[config.mk]
export PLATFORM = sky130hd
export DESIGN_NAME = mem_access_sequencer
export DESIGN_NICKNAME = d
export VERILOG_FILES = /design/src/rtl/mem_access_sequencer.sv
export SDC_FILE = /design/constraint.sdc
export NUM_CORES = 1
export LEC_CHECK = 0
export BUFFER_PORTS_ARGS = -buffer_cell sky130_fd_sc_hd__buf_2
export CORE_UTILIZATION = 55
export DETAILED_ROUTE_END_ITERATION = 16
export HOLD_SLACK_MARGIN = 0.05
export PLACE_DENSITY = 0.85
export SLEW_MARGIN = 0
export SYNTH_ARGS = -nofsm -noshare
export SYNTH_HDL_FRONTEND = slang
export SYNTH_SLANG_ARGS = --single-unit
[constraint.sdc]
create_clock -name clk -period 5.84 [get_ports clk]
set_input_delay 1.168 -clock clk [delete_from_list [all_inputs] [get_ports clk]]
set_output_delay 1.168 -clock clk [all_outputs]
set_load 0.01 [all_outputs]
[src/rtl/mem_access_sequencer.sv]
// Multi-cycle load/store sequencer between the execute stage and a req/ack word memory.
// Define BYTE_ENABLE_EN for byte-enabled sub-word stores; otherwise they use read-modify-write.
module mem_access_sequencer #(
   parameter int ADDR_WIDTH = 32,
   parameter int DATA_WIDTH = 32
) (
   input  logic                  clk,
   input  logic                  reset,
   input  logic                  start,
   input  logic                  load,
   input  logic                  store,
   input  logic                  loadUnsigned,
   input  logic [1:0]            memLength,
   input  logic [ADDR_WIDTH-1:0] address,
   input  logic [DATA_WIDTH-1:0] storeData,
   output logic                  busy,
   output logic                  done,
   output logic                  error,
   output logic [DATA_WIDTH-1:0] loadData,
   output logic                  mem_req,
   output logic                  mem_we,
   output logic [ADDR_WIDTH-3:0] mem_addr,
   output logic [31:0]           mem_wdata,
   output logic [3:0]            mem_be,
   input  logic                  mem_ack,
   input  logic [31:0]           mem_rdata,
   output logic [2:0]            dbg_state_o
);

   typedef enum logic [2:0] {
      IDLE   = 3'd0,
      ACCESS = 3'd1,
      RMW_RD = 3'd2,
      RMW_WR = 3'd3,
      DONE   = 3'd4
   } state_t;

   state_t                  state_q, state_d;
   logic [ADDR_WIDTH-1:0]   addr_q, addr_d;
   logic [31:0]             sdata_q, sdata_d;
   logic [1:0]              len_q, len_d;
   logic                    uns_q, uns_d;
   logic                    err_q, err_d;
   logic                    req_q, req_d;
   logic                    we_q, we_d;
   logic [31:0]             wdata_q, wdata_d;
   logic [DATA_WIDTH-1:0]   ldata_q, ldata_d;
`ifdef BYTE_ENABLE_EN
   logic [3:0]              be_q, be_d;
`endif

   logic        reject;
   logic [7:0]  byte_v;
   logic [15:0] half_v;
   logic [31:0] ext_v;
   logic [31:0] merged_v;

   assign reject = (load == store) || (memLength == 2'd2) ||
                   (memLength == 2'd1 && address[0]) ||
                   (memLength == 2'd3 && address[1:0] != 2'b00);

   // Lane extraction for loads and lane merge for read-modify-write stores.
   always_comb begin
      byte_v   = mem_rdata[{addr_q[1:0], 3'b000} +: 8];
      half_v   = mem_rdata[{addr_q[1], 4'b0000} +: 16];
      merged_v = mem_rdata;
      unique case (len_q)
         2'd0: begin
            ext_v = {{24{~uns_q & byte_v[7]}}, byte_v};
            merged_v[{addr_q[1:0], 3'b000} +: 8] = sdata_q[7:0];
         end
         2'd1: begin
            ext_v = {{16{~uns_q & half_v[15]}}, half_v};
            merged_v[{addr_q[1], 4'b0000} +: 16] = sdata_q[15:0];
         end
         default: ext_v = mem_rdata;
      endcase
   end

   always_ff @(posedge clk or posedge reset) begin
      if (reset) begin
         state_q <= IDLE;
         addr_q  <= '0;
         sdata_q <= '0;
         len_q   <= '0;
         uns_q   <= 1'b0;
         err_q   <= 1'b0;
         req_q   <= 1'b0;
         we_q    <= 1'b0;
         wdata_q <= '0;
         ldata_q <= '0;
`ifdef BYTE_ENABLE_EN
         be_q    <= '0;
`endif
      end else begin
         state_q <= state_d;
         addr_q  <= addr_d;
         sdata_q <= sdata_d;
         len_q   <= len_d;
         uns_q   <= uns_d;
         err_q   <= err_d;
         req_q   <= req_d;
         we_q    <= we_d;
         wdata_q <= wdata_d;
         ldata_q <= ldata_d;
`ifdef BYTE_ENABLE_EN
         be_q    <= be_d;
`endif
      end
   end

   always_comb begin
      state_d = state_q;
      addr_d  = addr_q;
      sdata_d = sdata_q;
      len_d   = len_q;
      uns_d   = uns_q;
      err_d   = err_q;
      req_d   = req_q;
      we_d    = we_q;
      wdata_d = wdata_q;
      ldata_d = ldata_q;
`ifdef BYTE_ENABLE_EN
      be_d    = be_q;
`endif
      unique case (state_q)
         IDLE: begin
            if (start && reject) begin
               state_d = DONE;
               err_d   = 1'b1;
            end else if (start) begin
               err_d   = 1'b0;
               addr_d  = address;
               sdata_d = storeData;
               len_d   = memLength;
               uns_d   = loadUnsigned;
               req_d   = 1'b1;
               we_d    = store;
               wdata_d = storeData;
               state_d = ACCESS;
`ifdef BYTE_ENABLE_EN
               be_d    = 4'b1111;
               if (store && memLength == 2'd0) begin
                  wdata_d = {4{storeData[7:0]}};
                  be_d    = 4'b0001 << address[1:0];
               end else if (store && memLength == 2'd1) begin
                  wdata_d = {2{storeData[15:0]}};
                  be_d    = 4'b0011 << {address[1], 1'b0};
               end
`else
               // Without byte enables a sub-word store must read the word first.
               if (store && memLength != 2'd3) begin
                  we_d    = 1'b0;
                  state_d = RMW_RD;
               end
`endif
            end
         end
         ACCESS: begin
            if (mem_ack) begin
               req_d   = 1'b0;
               we_d    = 1'b0;
               state_d = DONE;
               if (!we_q) ldata_d = ext_v;
            end
         end
         RMW_RD: begin
            if (mem_ack) begin
               we_d    = 1'b1;
               wdata_d = merged_v;
               state_d = RMW_WR;
            end
         end
         RMW_WR: begin
            if (mem_ack) begin
               req_d   = 1'b0;
               we_d    = 1'b0;
               state_d = DONE;
            end
         end
         DONE: begin
            err_d   = 1'b0;
            state_d = IDLE;
         end
         default: state_d = IDLE;
      endcase
   end

   // busy drops in DONE so the pipeline advances while done pulses.
   always_comb begin
      busy  = (state_q == IDLE && start) || (state_q == ACCESS) ||
              (state_q == RMW_RD) || (state_q == RMW_WR);
      done  = (state_q == DONE);
      error = (state_q == DONE) && err_q;
   end

   assign loadData    = ldata_q;
   assign mem_req     = req_q;
   assign mem_we      = we_q;
   assign mem_addr    = addr_q[ADDR_WIDTH-1:2];
   assign mem_wdata   = wdata_q;
   assign dbg_state_o = state_q;
`ifdef BYTE_ENABLE_EN
   assign mem_be      = be_q;
`else
   assign mem_be      = 4'b1111;
`endif

endmodule

# Yosys cells after proc, flatten, opt, wreduce, memory -nomap -nowiden
# Index checks and enable logic that the tools add are counted.
# totals
register_bits,121
output_inout_bits,106
word_cells,91
# op_classes
mux,26
eq_ne,15
bitwise_logic,5
reduce_logical,27
shift,6
addsub,2
# ops
op,count
32-bit one-hot mux with 2 select lines,3
32-bit two-way mux,3
32-bit bitwise mux,2
16-bit by 7-bit variable shift with 32-bit output (first input constant),1
8-bit by 7-bit variable shift with 32-bit output (first input constant),1
16-bit by 7-bit variable part select with 32-bit output,1
32-bit by 6-bit variable part select with 16-bit output,1
32-bit by 6-bit variable part select with 8-bit output,1
8-bit by 7-bit variable part select with 32-bit output,1
5-bit negation with 7-bit output,2
3-bit two-way mux,4
1-bit two-way mux,9
3-bit one-hot mux with 3 select lines,1
3-bit AND reduction,3
2-bit inequality test (second input constant),4
4-bit AND reduction,2
2-bit nonzero test,4
3-bit by 2-bit equality test with 1-bit output (second input constant),2
1-bit logical AND,6
1-bit logical OR,6
5-bit AND reduction,1
2-bit by 1-bit equality test with 1-bit output (second input constant),2
2-bit equality test (second input constant),2
1-bit one-hot mux with 2 select lines,2
other kinds (14),17

# Depth between registers and ports, before layout
# Gate-level depths: netlist (run 1).
# depth
depth_word,7
mapped_depth,9
mapped_depth_nobuf,7

# Worst setup path after synthesis (run 1)
# No wires, ideal clock.
# synth_timing
kind,input to register
start,in mem_ack
end,reg ldata_q[24] (netlist: loadData[24])
n_path_buf,3
t_required_ps,5760
setup_ps,80
path_stages,7
arrival_time_ps,2574
slack_ps,3185
path_cell_list,nand2_2 or4_1 buf_2 or4_4 buf_6 buf_6 o211ai_2
# synth_between
elab_chain_cells,1
# synth_lines
element,line_no,text
start: declaration,25,"input logic mem_ack,"
3-bit AND reduction (no line),-,
end signal: assignment,105,ldata_q <= ldata_d;
end: declaration,47,"logic [DATA_WIDTH-1:0] ldata_q, ldata_d;"
# Every way passes these cells.
# A chain may end at the register's enable or synchronous reset.

# Final worst setup path (run 1)
# layout_timing
start,reg state_q[1] (netlist: dbg_state_o[1])
end,reg wdata_q[30] (netlist: mem_wdata[30])
# layout_between
elab_chain_cells,3
word_cells_on_any_way,8
# layout_lines
element,line_no,text
start: declaration,38,"state_t state_q, state_d;"
start signal: assignment,96,state_q <= state_d;
3-bit by 2-bit equality test with 1-bit output / 3-bit logical NOT (equally long branches),126,unique case (state_q)
2-bit inequality test (no line) / 2-bit nonzero test (equally long branches),-,
4-bit AND reduction (no line),-,
end signal: assignment,104,wdata_q <= wdata_d;
end: declaration,46,"logic [31:0] wdata_q, wdata_d;"
# Several ways; a longest one is shown, not always the timed one.

==> results of run 1 <==
-- sequential cells by signal (all words and copies together), names as in the netlist --
| register | flops |
|---|---|
| loadData | 32 |
| mem_req | 1 |
| mem_wdata | 32 |
| addr_q | 32 |
| err_q | 1 |
| mem_we | 1 |
| len_q | 2 |
| dbg_state_o | 3 |
| uns_q | 1 |
| sdata_q | 16 |
-- stage by stage --
stage          util, %  worst slack, ns  area [um2]
2_1_floorplan        -             1.46        7000
6_report          69.3             2.95        8470
5_1_grt           69.3             2.85        8470
3_3_place_gp      64.1             2.87        7830
4_1_cts           69.3             2.98        8470
3_5_place_dp      64.1             2.78        7830
-- path summary, 6_finish.rpt --
path	to	slack, ns	cells past startpoint
max	mem_wdata[30]$_DFFE_PP0P_	2.95	6
min	addr_q[20]$_DFFE_PP0P_	0.47	2
max reg2reg	mem_wdata[30]$_DFFE_PP0P_	2.95	6
min reg2reg	addr_q[20]$_DFFE_PP0P_	0.47	2
max in group asynchronous	len_q[1]$_DFFE_PP0P_	3.73	3
min in group asynchronous	addr_q[20]$_DFFE_PP0P_	0.98	2
-- cell usage after synthesis, types with 9 or more instances --
library cell  number
nand3_1           11
a22o_1            23
nor3b_1            9
nor2b_1            9
nand2_1          224
nor2_1            71
a32oi_1           23
a22oi_1            9
clkbuf_1          52
o22ai_1           16
a21oi_1           53
mux2i_1           20
dfrtp_1          121
inv_1             15
o21ai_0           23
o221ai_1          23
o211ai_1          15
buf_4             34
nand3b_1          10
-- cell families (layout without fill, tap and decap cells) --
logic type,Yosys count,after routing,share of synthesized area (%)
AO/OA/AOI/OAI,211,211,21.1
XOR/XNOR,1,1,0.125
adder cells (fa/ha/maj),5,5,0.895
buffers and inverters,116,263,8.33
flip-flops,121,121,43.3
multiplexers,27,27,3.99
other,1,4,0.0537
AND/OR/NAND/NOR,358,358,22.2
-- layout make-up --
type | count | area (um2) | share of cell area [%]
sequential | 121 | 3030 | 35.8
clock buffer | 23 | 468 | 5.53
inverter | 17 | 66.3 | 0.783
timing repair buffer | 215 | 1100 | 13.0
multi-input combinational | 606 | 3420 | 40.5
tap | 168 | 210 | 2.48
clock inverter | 8 | 168 | 1.98
-- power by group through the flow --
stage | Combinational (uW) | Sequential, uW | Clock (uW)
after detailed placement | 1980 | 1560 | 0
after floorplan | 1390 | 1550 | 0
final | 2010 | 1580 | 1140
after CTS | 1990 | 1560 | 1140
after global placement | 1920 | 1560 | 0
after global routing | 2210 | 1620 | 1190
-- per-layer routing --
layer,global-route usage [%],up-vias
met5,0,-
met4,15.4,0
met3,9.85,84
met2,48.6,429
met1,42.9,3174
li1,-,3185
-- worst max-delay path: cells and delay by family, from the launching register on --
family,cells,cell delay [ns]
AO/OA/AOI/OAI,3,0.45
flip-flops,1,0.72
AND/OR/NAND/NOR,1,0.99
buffers and inverters,2,0.59
==> impl_metrics.csv, run 1 <==
group,metric,value,unit
final_layout,fillers,1023,
clocking,hold_buffers,0,
route,route.met3.wl,2450,um
clocking,cts.clk_slew.worst_paths,0.05,ns
power_and_ir_drop,p_sw_share,41.2,%
die,fp.dieArea,0.0132,mm2
worst_hold_path,hp-start,"addr_q[20]$_DFFE_PP0P_",
die,die_y,115,um
global_routing,gr-total-overflow,0,
route,routed.top_layer,"met4",
clocking,clkLatencyLatePin,0.42,ns
logic_synthesis,synth_seq_cells,121,
power_and_ir_drop,power,4720,uW
sta,skew,0.00912,ns
route,wl_met2,9090,um
sta,worst_pin_slew,1.19,ns
clocking,cts_tree,"built",
final_layout,area_delta_synth_final,21.2,%
final_layout,instances_no_fill,1158,
route,routedWlPerCell,17.9,um
critical_path,startpoint,"dbg_state_o[1]$_DFFE_PP0P_",
logic_synthesis,synth_edf_count,0,
clocking,cts-root-buf,"clkbuf_16",
critical_path,cp-start-kind,"register",
logic_synthesis,yosysWarnings,0,
clocking,cts_buffers,17,
die,rows,40,
die,io_pins,211,
global_routing,track_usage,32.4,%
clocking,cts_setup_buffers,0,
sta,whs,0.468,ns
sta,setup_violations,0,
power_and_ir_drop,power.density,558,mW/mm2
logic_synthesis,syn-mean-instance-area,8.32,um2
route,totalWireLength,20800,um
route,first_pass_iters,6,
power_and_ir_drop,ir_drop,0.000306,V
logic_synthesis,ys_seq_area_share,43.3,%
route,drc,0,
sta,finalHoldViolCount,0,
logic_synthesis,syn_area,0.00699,mm2
critical_path,timing.rr.start,"dbg_state_o[1]$_DFFE_PP0P_",
critical_path,required,6.13,ns
sta,fin_crit_sh,49.5,%
die,start_util,57.2,%
route,via_per_inst,5.93,
clocking,cts.sinks,121,
final_layout,drive_above_1_share,27.4,%
sta,rsz0062_at_grt,"false",
critical_path,slowest_delay,0.99,ns
placed_design,finalWeightedCongestion,0.898,
power_and_ir_drop,p_seq_share,33.4,%
sta,slew_headroom,20.5,%
clocking,htree_levels,4,
worst_hold_path,min_path_type,"register to register",
power_and_ir_drop,intPower,2780,uW
outcome,status,"finished, final reports clean",
sta,max_freq,346,MHz
global_routing,grt_pass1_wl,32400,um
die,die_w,115,um
critical_path,cp_data_arrival_time,3.18,ns
power_and_ir_drop,p_leak,0.00420,uW
final_layout,mostFrequentLayoutCell,"nand2_1",
logic_synthesis,synth_ff_type,"dfrtp_1",
final_layout,layout_common_cells,"nand2_1 (224), buf_2 (206), dfrtp_1 (119)",
power_and_ir_drop,p_switching,1950,uW
logic_synthesis,synthTopCellsByArea,"dfrtp_1 (43%), nand2_1 (12%), nor2_1 (3.8%), a21oi_1 (3.8%), buf_4 (3.7%)",
placed_design,port_buffers,206,
sta,finalMaxSlewViolations,0,
final_layout,n_antenna_cell,0,
logic_synthesis,synth_top_cell_by_area,"dfrtp_1",
clocking,ctsResizeCount,0,
global_routing,grt_start_max_net_pins,85,
global_routing,antenna_found_initial,0,
critical_path,end_kind,"register",
job,cap_violations,0,
route,num_vias,6872,
logic_synthesis,synthArstFlopShare,100,%
die,coreArea,0.0122,mm2
logic_synthesis,synthDominantCellAreaShare,43.3,%
critical_path,crit_chain,"inv_1 > nor3_2 > buf_4 > o211ai_1 > a21oi_1 > o31ai_1",
critical_path,path_class,"register to register",
route,wl_met1,8380,um
sta,post-route-min-period,2.89,ns
placed_design,dp_hpwl,14400,um
logic_synthesis,synth_cells,840,
global_routing,first_global_vias,6334,
clocking,clock_path_buffers,2,
power_and_ir_drop,pwr-share-comb,42.5,%
critical_path,cp_max_fo,17,
final_layout,fin_nets,1088,
placed_design,place_inst,1127,
logic_synthesis,ys_types,50,
critical_path,crit_slowest_cell,"nor3_2",
route,drt-initial-drc-count,913,
sta,setup_tns,0,ns
route,drtAntennaViolNets,0,
power_and_ir_drop,p_clk_share,24.1,%
Power figures use the tool's default switching activity.
==> run 2, diff against run 1 <==
- CORE_UTILIZATION: 55 -> 47
- PLACE_DENSITY: 0.85 -> 0.77
- clock period: 5.84 -> 2.3 ns (I/O delays scaled with it)
==> run 2 against run 1 <==
  * Sequential share of layout area shrank 1.3 points
  * Via count up 0.70%
  * Register-to-register slack lost 2.8 ns
  * Core utilization shrank 9.0 points
  * Non-clock buffer count up 23
  * Clock power rose to 2.8 times the previous value
  * Worst setup slack got worse by 2.8 ns
  * Cell count rose by 3.5%
  * Critical path depth unchanged
  * Worst hold slack got worse by 0.31 ns
  * Combinational power grew to 2.7 times the previous value
  * Final area rose by 3.6%
  * Critical path type unchanged
==> impl_metrics.csv, run 2 (synthesized netlist as in run 1, its figures left out) <==
group,metric,value,unit
outcome,status,"finished, final reports clean",
placed_design,place_inst,1166,
final_layout,layout_common_cells,"nand2_1 (224), buf_2 (206), dfrtp_1 (119)",
critical_path,cp-start-kind,"register",
route,routedWlPerCell,18.0,um
clocking,hold_buffers,0,
placed_design,dp_hpwl,15400,um
final_layout,final_cell_area,0.00877,mm2
sta,post-route-min-period,2.10,ns
global_routing,track_usage,29.0,%
critical_path,path_class,"register to register",
sta,skew,0.00847,ns
die,die_w,124,um
route,drt-initial-drc-count,631,
route,num_vias,6920,
global_routing,first_global_vias,6499,
clocking,cts_setup_buffers,0,
clocking,clkLatencyLatePin,0.42,ns
sta,finalMaxSlewViolations,0,
critical_path,crit_chain,"inv_1 > ha_1 > or4b_4 > o22ai_1 > a21oi_1 > o31ai_1",
die,fp.dieArea,0.0154,mm2
clocking,htree_levels,4,
sta,max_freq,476,MHz
clocking,cts.sinks,121,
critical_path,cp_max_fo,8,
worst_hold_path,min_path_type,"input pin to async pin",
clocking,cts.clk_slew.worst_paths,0.06,ns
sta,setup_tns,0,ns
sta,rsz0062_at_grt,"false",
route,totalWireLength,21600,um
die,coreArea,0.0145,mm2
sta,fin_crit_sh,91.3,%
die,die_y,124,um
critical_path,end_kind,"register",
global_routing,antenna_found_initial,1,
clocking,cts-root-buf,"clkbuf_16",
final_layout,multi_input_area,0.00343,mm2
placed_design,placed_area,0.00807,mm2
final_layout,fillers,1312,
sta,finalHoldViolCount,0,
final_layout,mostFrequentLayoutCell,"nand2_1",
final_layout,instances_no_fill,1199,
clocking,clock_path_buffers,2,
final_layout,fin_nets,1111,
power_and_ir_drop,p_leak,0.00436,uW
global_routing,gr-total-overflow,0,
die,io_pins,211,
placed_design,finalWeightedCongestion,0.923,
power_and_ir_drop,ir_drop,0.000651,V
die,start_util,48.1,%
global_routing,grt_start_max_net_pins,122,
die,rows,44,
route,drc,0,
clocking,cts_buffers,17,
clocking,cts_tree,"built",
route,drtAntennaViolNets,0,
final_layout,drive_above_1_share,29.5,%
route,via_per_inst,5.77,
final_layout,area_delta_synth_final,25.6,%
job,cap_violations,0,
placed_design,port_buffers,206,
critical_path,slowest_delay,0.61,ns
global_routing,grt_pass1_wl,33600,um
critical_path,crit_slowest_cell,"or4b_4",
sta,setup_violations,0,
sta,worst_pin_slew,0.740,ns
critical_path,required,2.62,ns
route,first_pass_iters,7,
final_layout,register_area,0.00303,mm2
sta,slew_headroom,50.7,%
clocking,ctsResizeCount,0,
power_and_ir_drop,power.density,1430,mW/mm2
critical_path,cp_data_arrival_time,2.42,ns
==> run 2: cell types whose count changed in the layout (fill, tap and decap cells not counted), sizes merged <==
cell      previous run  this run
buf                215       238
clkinvlp             1         2
clkbuf              23        21
diode                0         1
bufinv               5         7
==> run 2: worst max-delay path: cells and delay by family, from the launching register on <==
kind	cells	cell delay (ns)
adder cells (fa/ha/maj)	1	0.29
flip-flops	1	0.40
buffers and inverters	1	0.18
AND/OR/NAND/NOR	1	0.61
AO/OA/AOI/OAI	3	0.52
==> run 2: layout make-up <==
class / instances / area share [%]
clock inverter: 11 / 2.74
tap: 184 / 2.62
antenna: 1 / 0.0285
inverter: 17 / 0.770
timing repair buffer: 238 / 14.9
sequential: 121 / 34.5
multi-input combinational: 606 / 39.1
clock buffer: 21 / 5.25
==> run 2: where the power goes <==
part	switching, uW	internal [uW]
clock network	971	2200
logic	3230	2180
registers	845	3110
total	5040	7490
==> run 2: final timing paths <==
path                                        startpoint                   endpoint  slack [ns]  depth (start not counted)
max in group asynchronous                        reset       len_q[1]$_DFFE_PP0P_        1.48                          3
worst max register to register   addr_q[1]$_DFFE_PP0P_  mem_wdata[27]$_DFFE_PP0P_        0.20                          6
worst max-delay path             addr_q[1]$_DFFE_PP0P_  mem_wdata[27]$_DFFE_PP0P_        0.20                          6
min in group clk                           address[10]     addr_q[10]$_DFFE_PP0P_        0.22                          3
worst min register to register  addr_q[18]$_DFFE_PP0P_     addr_q[18]$_DFFE_PP0P_        0.47                          2
worst min-delay path                             reset  mem_wdata[29]$_DFFE_PP0P_        0.16                          3
==> run 2: routing by layer <==
metal | part of all wire (%) | wire, um | track usage [%] | vias up
met1 | 41 | 8840 | 39.4 | 3240
met3 | 10 | 2250 | 7.46 | 62
met5 | 0 | 0 | 0 | -
met2 | 45 | 9800 | 43.3 | 382
met4 | 3.5 | 755 | 13.2 | 0
li1 | - | - | - | 3236
==> run 2: through the flow <==
step	power [uW]	util (%)	hold WS (ns)	setup WS, ns
6_report	12500	60.4	0.158	0.200
5_1_grt	13400	60.3	0.221	0.0912
4_1_cts	12500	60.3	0.211	0.109
3_5_place_dp	9300	55.5	0.457	0.123
3_3_place_gp	9160	55.5	0.454	0.228
2_1_floorplan	7500	-	0.447	0.0871
==> run 3, diff against run 2 <==
- GPL_ROUTABILITY_DRIVEN: unset -> 1
- GPL_TIMING_DRIVEN: unset -> 0
==> run 3 against run 2 <==
  * Sequential power down 1%
  * Worst hold slack got worse by 0.082 ns
  * Worst setup slack worse by 0.14 ns
  * Critical endpoint is now mem_wdata[24]$_DFFE_PP0P_
  * Core utilization rose by 2.2 points
  * Sequential share of layout area shrank 1.2 points
  * Final area is 3.6% higher
  * Via count grew 5.4%
  * Global-route usage rose by 1.7 points
  * Combinational power rose by 11%
  * Die area is the same
  * Register-to-register slack lost 0.14 ns
==> impl_metrics.csv, run 3 (synthesized netlist as in run 1, its figures left out) <==
group,metric,value,unit
outcome,status,"finished, final reports clean",
die,io_pins,211,
route,via_per_inst,5.74,
critical_path,end_kind,"register",
global_routing,grt_start_max_net_pins,43,
power_and_ir_drop,p_leak,0.00450,uW
placed_design,place_inst,1236,
clocking,cts-root-buf,"clkbuf_16",
critical_path,path_class,"register to register",
die,coreArea,0.0145,mm2
clocking,cts.sinks,121,
route,routedWlPerCell,18.3,um
die,start_util,48.1,%
global_routing,gr-total-overflow,0,
route,totalWireLength,23200,um
sta,setup_tns,0,ns
sta,fin_crit_sh,97.2,%
route,first_pass_iters,5,
final_layout,mostFrequentLayoutCell,"nand2_1",
sta,setup_violations,0,
global_routing,antenna_found_initial,0,
critical_path,cp-start-kind,"register",
clocking,clkLatencyLatePin,0.43,ns
global_routing,grt_pass1_wl,35200,um
sta,slew_headroom,44.8,%
critical_path,cp_data_arrival_time,2.57,ns
sta,rsz0062_at_grt,"true",
power_and_ir_drop,ir_drop,0.000707,V
sta,worst_pin_slew,0.822,ns
die,die_y,124,um
sta,whs,0.0751,ns
route,drtAntennaViolNets,0,
clocking,cts_buffers,17,
die,rows,44,
die,fp.dieArea,0.0154,mm2
clocking,clock_path_buffers,2,
critical_path,startpoint,"addr_q[1]$_DFFE_PP0P_",
critical_path,required,2.63,ns
global_routing,first_global_vias,6732,
sta,max_freq,447,MHz
job,cap_violations,0,
critical_path,timing.rr.start,"addr_q[1]$_DFFE_PP0P_",
critical_path,cp_max_fo,10,
final_layout,layout_common_cells,"nand2_1 (224), buf_2 (208), dfrtp_1 (121)",
final_layout,area_delta_synth_final,30.1,%
die,die_w,124,um
sta,skew,0.00887,ns
worst_hold_path,min_path_type,"input pin to async pin",
route,num_vias,7291,
power_and_ir_drop,power.density,1400,mW/mm2
clocking,htree_levels,4,
route,drc,0,
placed_design,port_buffers,206,
final_layout,drive_above_1_share,30.9,%
sta,finalMaxSlewViolations,0,
route,drt-initial-drc-count,766,
final_layout,fillers,1301,
final_layout,instances_no_fill,1270,
placed_design,dp_hpwl,17300,um
final_layout,fin_nets,1182,
sta,finalHoldViolCount,0,
sta,post-route-min-period,2.24,ns
global_routing,track_usage,30.7,%
clocking,cts.clk_slew.worst_paths,0.06,ns
clocking,cts_tree,"built",
placed_design,finalWeightedCongestion,0.948,
clocking,hold_buffers,0,
## run 3: cell types whose count changed in the layout (fill, tap and decap cells not counted), moves of 7 or more
cell / change
clkbuf_1: +37
clkbuf_2: +10
buf_1: +7
buf_4: +10
## run 3: final cells by class
class,instances,area (um2),area share [%]
antenna,1,2.50,0.0275
buffer,96,526,5.78
clock buffer,18,439,4.83
clock inverter,14,196,2.16
inverter,17,73.8,0.812
multi-input combinational,606,3480,38.2
sequential,121,3030,33.3
tap,184,230,2.53
timing repair buffer,213,1120,12.3
## run 3: repair_timing
action / in CTS / in global routing
hold endpoints to repair: 0 / 0
resized for setup: 17 / 24
pin swaps: 1 / 2
setup buffers: 4 / 0
endpoints found under the setup margin: 48 / 68
## run 3: path summary, 6_finish.rpt
check / to / slack [ns] / cells past startpoint
setup / recovery: mem_wdata[24]$_DFFE_PP0P_ / 0.06 / 7
hold / removal: loadData[31]$_DFFE_PP0P_ / 0.08 / 3
setup reg to reg: mem_wdata[24]$_DFFE_PP0P_ / 0.06 / 7
hold reg to reg: loadData[1]$_DFFE_PP0P_ / 0.47 / 2
max in group asynchronous: sdata_q[14]$_DFFE_PP0P_ / 1.44 / 5
min in group clk: addr_q[31]$_DFFE_PP0P_ / 0.22 / 3
## run 3: power by group
part | switching, uW | internal, uW
clock network | 1010 | 1850
registers | 802 | 3110
logic | 3540 | 2470
## run 3: critical path, cell delays in order, from the launching register on
cell        delay [ns]
dfrtp_1           0.35
buf_4             0.19
clkinvlp_4        0.14
ha_2              0.31
or4b_4            0.62
o22ai_1           0.15
a21oi_1           0.12
o31ai_1           0.27
## run 3: routing by layer
metal	routed length, um	GRT usage, %
met1	9810	41.0
met2	10500	47.4
met3	2020	6.73
met4	880	14.7
met5	0	0
## run 3: per-stage QoR
stage,power [uW],util (%),area (um2),worst slack (ns)
2_1_floorplan,7500,-,7010,0.0871
3_3_place_gp,9480,56.9,8270,-0.629
3_5_place_dp,9580,57.3,8330,-0.592
4_1_cts,12600,62.3,9050,0.0201
5_1_grt,13600,62.5,9090,-0.00426
6_report,12800,62.6,9090,0.0643
